[src/rtl/cp0_pkg.sv]
// rtl/cp0_pkg.sv - shared constants for the CP0 register block
// Contents: register index constants, SR/Cause bit positions, default PRId value.
package cp0_pkg;

  localparam logic [4:0] SEL_SR    = 5'd12;
  localparam logic [4:0] SEL_CAUSE = 5'd13;
  localparam logic [4:0] SEL_EPC   = 5'd14;
  localparam logic [4:0] SEL_PRID  = 5'd15;

  // SR: IM[15:10], EXL[1], IE[0]; Cause: IP[15:10]
  localparam int unsigned IM_HI   = 15;
  localparam int unsigned IM_LO   = 10;
  localparam int unsigned IP_HI   = 15;
  localparam int unsigned IP_LO   = 10;
  localparam int unsigned EXL_BIT = 1;
  localparam int unsigned IE_BIT  = 0;

  localparam logic [31:0] PRID_DEFAULT = 32'h0001_8000;

endpackage

[src/rtl/cp0_if.sv]
// rtl/cp0_if.sv - CP0 register/interrupt bus
// Signals: Wen, EXLSet, EXLClr, pc[29:0], DIn[31:0], HWInt[5:0], sel[4:0] (to CP0);
//          IntReq, epc[29:0], DOut[31:0] (from CP0).
// Modports: master (processor side), slave (CP0 side).
interface cp0_if;

  logic        Wen;
  logic        EXLSet;
  logic        EXLClr;
  logic [29:0] pc;
  logic [31:0] DIn;
  logic [5:0]  HWInt;
  logic [4:0]  sel;
  logic        IntReq;
  logic [29:0] epc;
  logic [31:0] DOut;

  modport master (
    output Wen, EXLSet, EXLClr, pc, DIn, HWInt, sel,
    input  IntReq, epc, DOut
  );

  modport slave (
    input  Wen, EXLSet, EXLClr, pc, DIn, HWInt, sel,
    output IntReq, epc, DOut
  );

endinterface

[src/rtl/cp0.sv]
// rtl/cp0.sv - CP0 status/cause/EPC/PRId registers with interrupt request
// Ports: clk (rising-edge clock), rst (synchronous active-low reset),
//        bus (cp0_if.slave: MTC0 write, interrupt entry/return strobes, MFC0 read, IntReq).
// Parameter: PRID_VALUE - value read from the processor-ID register.
// Optional feature: CP0_PRID_EN - when defined, sel=15 reads PRID_VALUE; otherwise 0.
module cp0
  import cp0_pkg::*;
#(
  parameter logic [31:0] PRID_VALUE = PRID_DEFAULT
) (
  input  logic   clk,
  input  logic   rst,
  cp0_if.slave   bus
);

`ifdef CP0_PRID_EN
  localparam logic PRID_EN = 1'b1;
`else
  localparam logic PRID_EN = 1'b0;
`endif

  logic [5:0]  im;
  logic        exl;
  logic        ie;
  logic [5:0]  ip;
  logic [29:0] epc_q;

  logic wr_sr;
  logic wr_epc;

  assign wr_sr  = bus.Wen && (bus.sel == SEL_SR);
  assign wr_epc = bus.Wen && (bus.sel == SEL_EPC);

  always_ff @(posedge clk) begin
    if (!rst) begin
      im    <= '0;
      exl   <= 1'b0;
      ie    <= 1'b0;
      ip    <= '0;
      epc_q <= '0;
    end else begin
      ip <= bus.HWInt;

      // IM/IE follow the write even when an interrupt entry lands in the same cycle
      if (wr_sr) begin
        im <= bus.DIn[IM_HI:IM_LO];
        ie <= bus.DIn[IE_BIT];
      end

      // EXL: entry beats return beats software write
      if (bus.EXLSet) begin
        exl <= 1'b1;
      end else if (bus.EXLClr) begin
        exl <= 1'b0;
      end else if (wr_sr) begin
        exl <= bus.DIn[EXL_BIT];
      end

      if (bus.EXLSet) begin
        epc_q <= bus.pc;
      end else if (wr_epc) begin
        epc_q <= bus.DIn[31:2];
      end
    end
  end

  // Live HWInt, not latched IP, so a line masks/unmasks without a cycle of delay
  assign bus.IntReq = (|(bus.HWInt & im)) & ie & ~exl;
  assign bus.epc    = epc_q;

  always_comb begin
    bus.DOut = 32'h0;
    case (bus.sel)
      SEL_SR:    bus.DOut = {16'h0, im, 8'h0, exl, ie};
      SEL_CAUSE: bus.DOut = {16'h0, ip, 10'h0};
      SEL_EPC:   bus.DOut = {epc_q, 2'b00};
      SEL_PRID:  bus.DOut = PRID_EN ? PRID_VALUE : 32'h0;
      default:   bus.DOut = 32'h0;
    endcase
  end

endmodule

[src/flat_wrapper.sv]
// flat-port wrapper written by rule: the top's interface ports become plain ports
module cp0_flat import cp0_pkg::*;
#(
  parameter logic [31:0] PRID_VALUE = PRID_DEFAULT
)
  (clk, rst, bus_Wen, bus_EXLSet, bus_EXLClr, bus_pc, bus_DIn, bus_HWInt, bus_sel, bus_IntReq, bus_epc, bus_DOut);
  cp0_if bus_i ();
  input  logic clk;
  input  logic rst;
  input wire logic [$bits(bus_i.Wen)-1:0] bus_Wen;
  input wire logic [$bits(bus_i.EXLSet)-1:0] bus_EXLSet;
  input wire logic [$bits(bus_i.EXLClr)-1:0] bus_EXLClr;
  input wire logic [$bits(bus_i.pc)-1:0] bus_pc;
  input wire logic [$bits(bus_i.DIn)-1:0] bus_DIn;
  input wire logic [$bits(bus_i.HWInt)-1:0] bus_HWInt;
  input wire logic [$bits(bus_i.sel)-1:0] bus_sel;
  output wire logic [$bits(bus_i.IntReq)-1:0] bus_IntReq;
  output wire logic [$bits(bus_i.epc)-1:0] bus_epc;
  output wire logic [$bits(bus_i.DOut)-1:0] bus_DOut;
  assign bus_i.Wen = bus_Wen;
  assign bus_i.EXLSet = bus_EXLSet;
  assign bus_i.EXLClr = bus_EXLClr;
  assign bus_i.pc = bus_pc;
  assign bus_i.DIn = bus_DIn;
  assign bus_i.HWInt = bus_HWInt;
  assign bus_i.sel = bus_sel;
  assign bus_IntReq = bus_i.IntReq;
  assign bus_epc = bus_i.epc;
  assign bus_DOut = bus_i.DOut;
  cp0 #(.PRID_VALUE(PRID_VALUE)) u_core (.clk(clk), .rst(rst), .bus(bus_i));
endmodule
[config.mk]
export PLATFORM = sky130hd
export DESIGN_NAME = cp0_flat
export DESIGN_NICKNAME = d
export VERILOG_FILES = /design/src/rtl/cp0_pkg.sv /design/src/rtl/cp0_if.sv /design/src/rtl/cp0.sv /design/src/flat_wrapper.sv
export SDC_FILE = /design/constraint.sdc
export NUM_CORES = 1
export LEC_CHECK = 0
export BUFFER_PORTS_ARGS = -buffer_cell sky130_fd_sc_hd__buf_4
export CORE_ASPECT_RATIO = 0.75
export CORE_MARGIN = 1.5
export CORE_UTILIZATION = 30
export DETAILED_ROUTE_END_ITERATION = 8
export GPL_ROUTABILITY_DRIVEN = 1
export HOLD_SLACK_MARGIN = 0.02
export SYNTH_ARGS = -nofsm -noshare
export SYNTH_HDL_FRONTEND = slang
export SYNTH_SLANG_ARGS = --single-unit
[constraint.sdc]
create_clock -name clk -period 1.3 [get_ports clk]
set_input_delay 0.065 -clock clk [delete_from_list [all_inputs] [get_ports clk]]
set_output_delay 0.065 -clock clk [all_outputs]
set_load 0.02 [all_outputs]
# Word level (Yosys, flattened, before mapping)
# Index checks and enable logic that the tools add are counted.
word_totals:
  regBits: 44
  elab_cells: 23
classes:
  eq_ne: 3
  n_mux: 6
  bitwise_logic: 4
  n_reduce_logical: 5
op_table:
  columns: ["operator", "n"]
  rows:
  - ["32-bit case mux with 3 select lines", 1]
  - ["30-bit two-way mux", 2]
  - ["5-bit by 4-bit == test with 1-bit output (second input constant)", 3]
  - ["6-bit bitwise AND", 1]
  - ["6-bit OR reduction", 1]
  - ["1-bit two-way mux", 3]
  - ["3-bit nonzero test", 1]
  - ["1-bit bitwise AND", 2]
  - ["1-bit logical AND", 2]
  - ["2-bit nonzero test", 1]
  - ["1-bit inverter", 1]

# Longest topological paths before layout
# Gate-level depths: netlist of run 1.
depth:
  word_depth: 5
  depth_mapped: 5

# Worst setup path after synthesis of run 1
# Ideal clock, no wire load.
synth_timing:
  path_type: "reg2out"
  start: "reg u_core.ie"
  end: "out bus_DOut[0]"
  arrival_time_ns: 1.065
  setup_slack_ns: 0.170
  path_stages_with_launch: 3
  path_buffers: 0
  path_cell_list: "dfxtp_1 -> inv_1 -> nor4_1"
synth_via:
  elab_chain_len: 1
synth_lines:
  columns: ["item", "line", "text"]
  rows:
  - ["start: declaration", "cp0.sv:24", "logic ie;"]
  - ["start signal: assignment", "cp0.sv:47", "ie <= bus.DIn[IE_BIT];"]
  - ["32-bit case mux with 3 select lines", "cp0.sv:73", "case (bus.sel)"]
  - ["end: declaration", "flat_wrapper.sv:19", "output wire logic [$bits(bus_i.DOut)-1:0] bus_DOut;"]
# No other way between the ends.

# Final worst setup path of run 1
layout_timing:
  start: "reg u_core.im[1]"
  end: "out bus_IntReq"
layout_via:
  elab_chain_len: 4
layout_lines:
  columns: ["item", "line", "text"]
  rows:
  - ["start: declaration", "cp0.sv:22", "logic [5:0] im;"]
  - ["start signal: assignment", "cp0.sv:46", "im <= bus.DIn[IM_HI:IM_LO];"]
  - ["6-bit bitwise AND", "cp0.sv:68", "assign bus.IntReq = (|(bus.HWInt & im)) & ie & ~exl;"]
  - ["6-bit OR reduction", "cp0.sv:68", null]
  - ["1-bit bitwise AND (2 in a row)", "cp0.sv:68", null]
  - ["end: declaration", "flat_wrapper.sv:17", "output wire logic [$bits(bus_i.IntReq)-1:0] bus_IntReq;"]
# No other way between the ends.

==> metrics.csv, run 1 <==
stage,metric,value,unit
run_status,status,finished clean,
critical_path,crit_start,u_core.im[1]$_SDFFE_PN0P_,
logic_synthesis,synth-adder-area-share,0,%
routing,vias,2706,
die,fp.dieH,81.2,µm
power,clock_power_share,39.4,%
clocking,cts_root_buf,clkbuf_8,
routing,wl,8510,µm
grt,grt_max_degree,47,
grt,gr-total-overflow,0,
clocking,clock_latency,0.29,ns
cells_and_area,drive_above_1_share,45.7,%
logic_synthesis,synth_seq_area_share,36.0,%
clocking,post_cts_buffers,0,
power,switching_share,25.1,%
logic_synthesis,synth-compound-area-share,25.1,%
power,power_frac_seq,40.3,%
logic_synthesis,yosysTopAreaCell,dfxtp_1,
timing,max_freq,0.796,GHz
logic_synthesis,ys_async_sr_fraction,0,%
job,maxCapViolations,0,
placed_design,dpl.hpwl,6180,µm
logic_synthesis,synth_mux_area_share,2.46,%
critical_path,ff2ff_path_depth,2,
grt,grt_usage,19.1,%
cells_and_area,fillers,794,
placed_design,port_buffers,140,
die,rows,28,
clocking,cts_buffers,5,
critical_path,crit_type,flop to output pin,
critical_path,crit_arrival,1.19,ns
power,intPower,2.77,mW
timing,final_hold_viol_count,0,
routing,routedWlPerCell,16.1,µm
routing,drc,0,
clocking,clock-sinks,44,
grt,grt_pass1_wl,13100,µm
timing,fin_skew,0,ns
timing,setup_slack,0.0439,ns
power,power_frac_comb,20.3,%
timing,tns,0,ns
logic_synthesis,ys_ff_latch,44,
timing,tightest_slew,0.437,ns
cells_and_area,nNetsFinal,499,
critical_path,endpoint_kind,output pin,
die,die-area,8710,µm²
timing,setup_viol,0,
power,total_power,3.69,mW
logic_synthesis,synth_top_area_share,36.0,%
clocking,clk_pin_slew_worst_paths,0.09,ns
timing,relSlewSlack,70.9,%
min_path,hold_class,input pin to flop,
power,p_leak,1.64,nW
power,power_density,959,nW/µm²
placed_design,pre_cts_ws,0.0718,ns
logic_synthesis,yosysWarnings,0,
placed_design,gp_congestion,0.785,
critical_path,endpoint,bus_IntReq,
clocking,cts_max_path_buffers,2,
die,io_pins,141,
grt,antenna_found_initial,0,
critical_path,r2r_slack,0.51,ns
logic_synthesis,synth_most_common_cell,dfxtp_1,
clocking,htreeDepth,2,
routing,firstDrtPassIters,4,
cells_and_area,syn_to_final_growth,57.5,%
logic_synthesis,ys_top_cells_by_count,"44 x dfxtp_1, 37 x nor2_1, 37 x o21ai_0",
timing,finalCritPeriodShare,96.6,%
logic_synthesis,synth-simple-area-share,29.4,%
power,power_switching,926,µW
logic_synthesis,synth_edf_count,0,
power,ir_drop,735,µV
logic_synthesis,synthXorXnorAreaFrac,0,%
clocking,cts_tree,yes,
die,core_area,7880,µm²
critical_path,crit_required,1.24,ns
critical_path,r2r_start,u_core.bus.epc[13]$_SDFFE_PN0P_,
routing,routed_via_density,5.13,
logic_synthesis,synth_cells,286,
logic_synthesis,syn-num-nets,364,
logic_synthesis,synth_flop_cell,dfxtp_1,
timing,period_needed,1.26,ns
timing,slew_viol_final,0,
logic_synthesis,synth_top_family_by_area,simple AND/OR/NAND/NOR gates,
grt,first_global_vias,2455,
logic_synthesis,syn-cell-area,2450,µm²
die,die_w,107,µm
logic_synthesis,synthTopCellsByArea,"dfxtp_1 36%, and2_1 7.7%, o21ai_0 7.6%",
timing,rsz0062_at_grt,yes,
timing,finalHoldWorstSlack,0.0436,ns
routing,ant_nets,0,
die,start_util,31.0,%
critical_path,cp-start-kind,flop,
critical_path,r2r-end,u_core.bus.epc[13]$_SDFFE_PN0P_,
routing,drt_iter0_drc,99,
critical_path,critPathMaxFanout,3,
logic_synthesis,synth_cell_type_count,32,
cells_and_area,diodes,0,
cells_and_area,utilization,48.9,%
logic_synthesis,avgSynthCellArea,8.55,µm²
==> how the worst min path moves through the flow <==
stage                       startpoint                         to  slack [ns]  cells past startpoint
final                      bus_DIn[13]  u_core.im[3]$_SDFFE_PN0P_        0.04                      3
after global routing       bus_DIn[11]  u_core.im[1]$_SDFFE_PN0P_        0.03                      3
after CTS                  bus_DIn[10]  u_core.im[0]$_SDFFE_PN0P_        0.04                      3
after detailed placement  bus_HWInt[3]    u_core.ip[3]$_SDFF_PN0_        0.29                      2
after global placement    bus_HWInt[2]    u_core.ip[2]$_SDFF_PN0_        0.28                      2
after floorplan           bus_HWInt[0]    u_core.ip[0]$_SDFF_PN0_        0.19                      1
==> stage by stage <==
| step | area, µm² | instances |
|---|---|---|
| 6_report | 3850 | 527 |
| 5_1_grt | 3850 | 527 |
| 4_1_cts | 3850 | 528 |
| 3_5_place_dp | 3620 | 514 |
| 3_3_place_gp | 3620 | 514 |
| 2_1_floorplan | 2450 | 286 |
==> layout by cell type, fill, tap and decap left out <==
cell           count
a211oi_1          20
a211oi_2          10
a21boi_0           7
a22oi_1            1
a22oi_2            2
a2bb2oi_1          6
a311oi_1           1
and2_1            30
and4b_1            1
buf_12             4
buf_4            149
bufinv_16          3
clkbuf_8           5
dfxtp_1           38
dfxtp_2            6
dlygate4sd3_1      6
inv_1              3
mux2i_1            6
nand2_1            1
nand2b_1           1
nand2b_4           1
nand3_1            8
nand3b_4           1
nand4b_1           1
nor2_1            37
nor2b_1            1
nor3b_2            1
nor4_1            21
nor4_2            10
nor4b_1            1
o2111ai_1          1
o21ai_0           37
o311ai_1           1
or2_2              1
==> power by group through the flow <==
stage / combinational, mW / sequential (mW) / clock [mW]
3_3_place_gp: 0.732 / 1.52 / 0
4_1_cts: 0.754 / 1.49 / 1.48
3_5_place_dp: 0.736 / 1.52 / 0
2_1_floorplan: 0.269 / 1.58 / 0
6_report: 0.751 / 1.49 / 1.45
5_1_grt: 0.805 / 1.50 / 1.54
==> sequential cells by signal, summed over array words and instances (netlist names) <==
signal / cells
u_core.bus.epc: 30
u_core.im: 6
u_core.ip: 6
u_core.exl: 1
u_core.ie: 1
==> final cells by class <==
class,count,area (µm²),share of cell area [%]
multi-input cells,208,1400,36.4
repair buffers,159,1260,32.7
flip-flops and latches,44,888,23.1
well taps,105,131,3.41
clock inverters,3,90.1,2.34
clock buffers,5,68.8,1.79
inverters,3,11.3,0.292
==> kinds of logic (layout without fill, tap and decap cells) <==
| kind of cell | Yosys count | count (layout) |
|---|---|---|
| mux | 6 | 6 |
| flops | 44 | 44 |
| simple gates | 116 | 116 |
| buf+inv | 34 | 170 |
| compound gates | 86 | 86 |
==> worst max-delay path, cell delays in order (launching register included) <==
cell      delay [ns]
dfxtp_2         0.35
a22oi_1         0.08
a311oi_1        0.28
buf_4           0.19
==> what timing repair did <==
item | CTS | global route
hold endpoints to repair | 6 | 0
hold buffers | 6 | 0
gates resized for setup | 5 | 3
endpoints found under the setup margin | 1 | 4
pin swaps | 1 | 1
cloned | 0 | 0
==> per-layer routing <==
metal  GRT usage (%)  share of wire (%)  vias to the layer above
li1                -                  -                     1317
met1            27.0                 49                     1280
met2            29.6                 43                      103
met3            4.41                6.8                        6
met4            3.73               0.82                        0
met5               0                  0                        -
(Power assumes the default switching activity.)
==> run 2, diff against run 1 <==
--- a/config.mk
+++ b/config.mk
@@ -12,6 +12,7 @@
 export DETAILED_ROUTE_END_ITERATION = 8
 export GPL_ROUTABILITY_DRIVEN = 1
 export HOLD_SLACK_MARGIN = 0.02
+export PLACE_DENSITY = 0.54
 export SYNTH_ARGS = -nofsm -noshare
 export SYNTH_HDL_FRONTEND = slang
 export SYNTH_SLANG_ARGS = --single-unit
==> run 2 against run 1 <==
Against the previous run:
- sequential power barely moved
- register-to-register slack about the same
- non-clock buffer count increased by 2
- flip-flop and latch count unchanged
- via count is 2.1% lower
- critical endpoint unchanged
- largest cell class unchanged
==> metrics.csv, run 2 (synthesized netlist as in run 1, its figures left out) <==
stage,metric,value,unit
critical_path,crit_family,compound AO/OA/AOI/OAI gates,
timing,slew_viol_final,0,
cells_and_area,fillers,816,
critical_path,r2r_start,u_core.bus.epc[11]$_SDFFE_PN0P_,
grt,grt_pass1_wl,13100,µm
grt,first_global_vias,2495,
grt,grt_usage,19.2,%
job,maxCapViolations,0,
timing,finalHoldWorstSlack,0.0481,ns
critical_path,crit_arrival,1.19,ns
routing,firstDrtPassIters,4,
routing,ant_nets,0,
placed_design,gp_congestion,0.756,
critical_path,r2r-end,u_core.bus.epc[11]$_SDFFE_PN0P_,
cells_and_area,syn_to_final_growth,54.9,%
routing,drt_iter0_drc,88,
routing,drc,0,
timing,finalCritPeriodShare,96.2,%
die,start_util,31.0,%
placed_design,dpl.hpwl,6220,µm
clocking,cts_buffers,5,
cells_and_area,nNetsFinal,501,
clocking,post_cts_buffers,0,
critical_path,worst_path_largest_cell_delay,0.35,ns
cells_and_area,multiInputGateArea,1420,µm²
timing,relSlewSlack,70.5,%
routing,vias,2648,
critical_path,crit_type,flop to output pin,
critical_path,cp-start-kind,flop,
min_path,hold_class,input pin to flop,
cells_and_area,drive_above_1_share,45.8,%
timing,setup_slack,0.0494,ns
cells_and_area,layout_common_cells,"153 x buf_4, 40 x dfxtp_1, 37 x nor2_1, 37 x o21ai_0, 30 x and2_1",
clocking,clk_pin_slew_worst_paths,0.08,ns
timing,tightest_slew,0.443,ns
clocking,htreeDepth,2,
critical_path,worst-path-buf-inv,1,
grt,grt_max_degree,47,
clocking,cts_root_buf,clkbuf_8,
cells_and_area,stdcell_count,529,
critical_path,r2r_slack,0.51,ns
critical_path,cp_cell_sequence,a22oi_2 > a311oi_2 > buf_4,
critical_path,endpoint_kind,output pin,
timing,setup_viol,0,
run_status,status,finished clean,
critical_path,critPathMaxFanout,3,
critical_path,crit_required,1.24,ns
routing,wl,8530,µm
power,total_power,3.15,mW
routing,routedWlPerCell,16.1,µm
grt,gr-total-overflow,0,
clocking,clock_latency,0.29,ns
die,die_w,107,µm
routing,routed_via_density,5.01,
clocking,clock-sinks,44,
grt,antenna_found_initial,0,
min_path,holdPathStages,3,
cells_and_area,mostFrequentLayoutCell,buf_4,
critical_path,ff2ff_path_depth,2,
placed_design,dp.cells,515,
critical_path,crit_path_top_delay_cell,dfxtp_2,
clocking,cts_max_path_buffers,2,
power,power_density,830,nW/µm²
die,rows,28,
timing,rsz0062_at_grt,yes,
placed_design,pre_cts_ws,0.0994,ns
die,die-area,8710,µm²
timing,tns,0,ns
cells_and_area,largest_reg_flops,30,
timing,final_hold_viol_count,0,
die,core_area,7880,µm²
die,io_pins,141,
power,ir_drop,393,µV
min_path,worstHoldStart,bus_DIn[14],
timing,period_needed,1.25,ns
cells_and_area,seqCellArea,886,µm²
clocking,cts_tree,yes,
cells_and_area,diodes,0,
min_path,min_to,u_core.im[4]$_SDFFE_PN0P_,
timing,fin_skew,0,ns
placed_design,port_buffers,140,
power,p_leak,1.62,nW
die,fp.dieH,81.2,µm
timing,max_freq,0.800,GHz
## run 2: area by class of cell
| type | count | share of cell area (%) |
|---|---|---|
| multi-input cells | 208 | 37.5 |
| repair buffers | 161 | 33.0 |
| flip-flops and latches | 44 | 23.4 |
| well taps | 105 | 3.47 |
| clock buffers | 8 | 2.38 |
| inverters | 3 | 0.297 |
## run 2: through the flow
| stage | cell area [µm²] | util, % |
|---|---|---|
| final | 3790 | 48.1 |
| after global routing | 3790 | 48.1 |
| after CTS | 3760 | 47.7 |
| after detailed placement | 3610 | 45.8 |
| after global placement | 3610 | 45.8 |
| after floorplan | 2450 | - |
## run 2: worst register-to-register path: stages, from the launching register on
cell      delay, ns
dfxtp_1        0.41
nor2_1         0.09
a211oi_2       0.22
## run 2: worst max path at each step
stage	slack (ns)	endpoint	from	cells after the start
CTS	0.008	bus_IntReq	u_core.im[4]$_SDFFE_PN0P_	3
detailed placement	0.1	u_core.bus.epc[25]$_SDFFE_PN0P_	bus_sel[0]	4
global placement	0.08	bus_DOut[24]	bus_sel[4]	6
global route	-0.04	bus_IntReq	u_core.im[0]$_SDFFE_PN0P_	3
floorplan	0.17	bus_DOut[0]	u_core.ie$_SDFFE_PN0P_	2
finish	0.05	bus_IntReq	u_core.im[0]$_SDFFE_PN0P_	3
## run 2: routing by layer
metal / up-vias / GRT usage, % / part of all wire (%)
met2: 98 / 30.0 / 44
met1: 1228 / 27.0 / 49
met5: - / 0 / 0
met4: 0 / 4.13 / 0.64
met3: 4 / 4.25 / 6.9
li1: 1318 / - / -
## run 2: what timing repair did
| item | 4_1_cts | 5_1_grt |
|---|---|---|
| gates cloned | 0 | 0 |
| endpoints found under the setup margin | 1 | 4 |
| hold buffers | 6 | 0 |
| gates resized for setup | 0 | 9 |
| pin swaps | 1 | 1 |
| endpoints found under the hold margin | 6 | 0 |
## run 2: power breakdown
group | internal (mW) | switching, mW
Combinational | 0.378 | 0.374
Clock | 0.435 | 0.468
Sequential | 1.43 | 0.0618
==> run 3, diff against run 2 <==
--- a/config.mk
+++ b/config.mk
@@ -12,7 +12,7 @@
 export DETAILED_ROUTE_END_ITERATION = 8
 export GPL_ROUTABILITY_DRIVEN = 1
 export HOLD_SLACK_MARGIN = 0.02
-export PLACE_DENSITY = 0.54
+export PLACE_DENSITY = 0.58
 export SYNTH_ARGS = -nofsm -noshare
 export SYNTH_HDL_FRONTEND = slang
 export SYNTH_SLANG_ARGS = --single-unit
==> run 3 against run 2 <==
Against the previous run:
- first-iteration DRC count grew 23%
- critical endpoint unchanged
- setup slack gained 0.0061 ns
- critical path type unchanged
- critical path depth is the same
==> metrics.csv, run 3 (synthesized netlist as in run 1, its figures left out) <==
stage,metric,value,unit
power,p_leak,1.62,nW
clocking,clock-sinks,44,
cells_and_area,final_area,3830,µm²
job,maxCapViolations,0,
power,clock_power_share,28.1,%
routing,drt_iter0_drc,108,
die,die-area,8710,µm²
routing,routedWlPerCell,15.9,µm
cells_and_area,mostFrequentLayoutCell,buf_4,
timing,setup_viol,0,
placed_design,dp.cells,516,
routing,ant_nets,0,
die,core_area,7880,µm²
grt,grt_max_degree,47,
clocking,post_cts_buffers,0,
placed_design,gp_congestion,0.795,
clocking,clk_pin_slew_worst_paths,0.08,ns
cells_and_area,nNetsFinal,501,
placed_design,dpl.hpwl,6220,µm
routing,firstDrtPassIters,4,
routing,routed_via_density,4.96,
power,power_switching,881,µW
die,rows,28,
timing,rsz0062_at_grt,yes,
die,start_util,31.0,%
cells_and_area,largest_reg_flops,30,
cells_and_area,diodes,0,
critical_path,crit_required,1.24,ns
routing,vias,2623,
power,ir_drop,572,µV
critical_path,crit_arrival,1.18,ns
timing,period_needed,1.24,ns
critical_path,crit_type,flop to output pin,
cells_and_area,syn_to_final_growth,56.8,%
min_path,hold_class,input pin to flop,
grt,grt_usage,19.2,%
timing,tightest_slew,0.427,ns
critical_path,endpoint_kind,output pin,
die,io_pins,141,
cells_and_area,stdcell_count,529,
power,switching_share,28.1,%
placed_design,pre_cts_ws,0.104,ns
timing,max_freq,0.804,GHz
timing,fin_skew,0,ns
clocking,clock_latency,0.28,ns
grt,antenna_found_initial,0,
timing,finalCritPeriodShare,95.7,%
power,power_density,816,nW/µm²
critical_path,critPathMaxFanout,3,
timing,final_hold_viol_count,0,
clocking,cts_buffers,5,
timing,relSlewSlack,71.5,%
power,power_frac_seq,47.6,%
clocking,cts_tree,yes,
cells_and_area,fillers,797,
timing,finalHoldWorstSlack,0.0495,ns
cells_and_area,drive_above_1_share,46.5,%
grt,first_global_vias,2474,
routing,wl,8400,µm
timing,slew_viol_final,0,
grt,grt_pass1_wl,13200,µm
clocking,cts_root_buf,clkbuf_8,
placed_design,port_buffers,140,
placed_design,place_area,3650,µm²
die,die_w,107,µm
cells_and_area,layout_common_cells,"150 x buf_4, 38 x dfxtp_1, 37 x nor2_1, 37 x o21ai_0, 30 x and2_1",
timing,setup_slack,0.0555,ns
clocking,cts_max_path_buffers,2,
power,power_frac_comb,24.3,%
power,intPower,2.25,mW
cells_and_area,utilization,48.7,%
grt,gr-total-overflow,0,
clocking,htreeDepth,2,
die,fp.dieH,81.2,µm
routing,drc,0,
run_status,status,finished clean,
critical_path,cp-start-kind,flop,
run 3: power groups by stage:
stage          Combinational [mW]  Clock (mW)  Sequential (mW)
2_1_floorplan               0.269           0             1.58
3_3_place_gp                0.739           0             1.52
3_5_place_dp                0.746           0             1.52
4_1_cts                     0.761       0.924             1.49
5_1_grt                     0.824       0.986             1.50
6_report                    0.761       0.880             1.49
run 3: final timing paths:
| path | from | endpoint | slack (ns) | depth (start not counted) |
|---|---|---|---|---|
| worst max-delay path | u_core.im[4]$_SDFFE_PN0P_ | bus_IntReq | 0.06 | 3 |
| worst min-delay path | bus_DIn[14] | u_core.im[4]$_SDFFE_PN0P_ | 0.05 | 3 |
| worst max register to register | u_core.bus.epc[10]$_SDFFE_PN0P_ | u_core.bus.epc[10]$_SDFFE_PN0P_ | 0.56 | 2 |
| worst min register to register | u_core.ie$_SDFFE_PN0P_ | u_core.ie$_SDFFE_PN0P_ | 0.49 | 2 |
run 3: timing repair:
| item | CTS | global route |
|---|---|---|
| endpoints found under the hold margin | 6 | 0 |
| pin swaps | 1 | 1 |
| setup endpoints to repair | 1 | 2 |
| resized for setup | 4 | 9 |
| hold buffers | 6 | 0 |
run 3: stage by stage:
step | power [mW] | TNS (ns)
after floorplan | 1.85 | 0
after global placement | 2.26 | 0
after detailed placement | 2.27 | 0
after CTS | 3.18 | 0
after global routing | 3.31 | -0.0300
final | 3.13 | 0
run 3: area by class of cell:
cell class                 instances  area (µm²)  area share [%]
multi-input combinational        208        1430            37.2
timing repair buffer             161        1290            33.5
sequential                        44         891            23.2
tap                              105         131            3.43
clock buffer                       8        90.1            2.35
inverter                           3        11.3           0.294
run 3: critical path: stages, from the launching register on:
cell	delay, ns
dfxtp_4	0.37
a22oi_2	0.07
a311oi_2	0.27
buf_4	0.18
run 3: layer usage:
metal / vias to the layer above / global-route usage, % / wire [µm]
li1: 1324 / - / -
met3: 5 / 4.82 / 670
met5: - / 0 / 0
met4: 0 / 2.80 / 42
met2: 98 / 28.3 / 3500
met1: 1196 / 28.5 / 4180
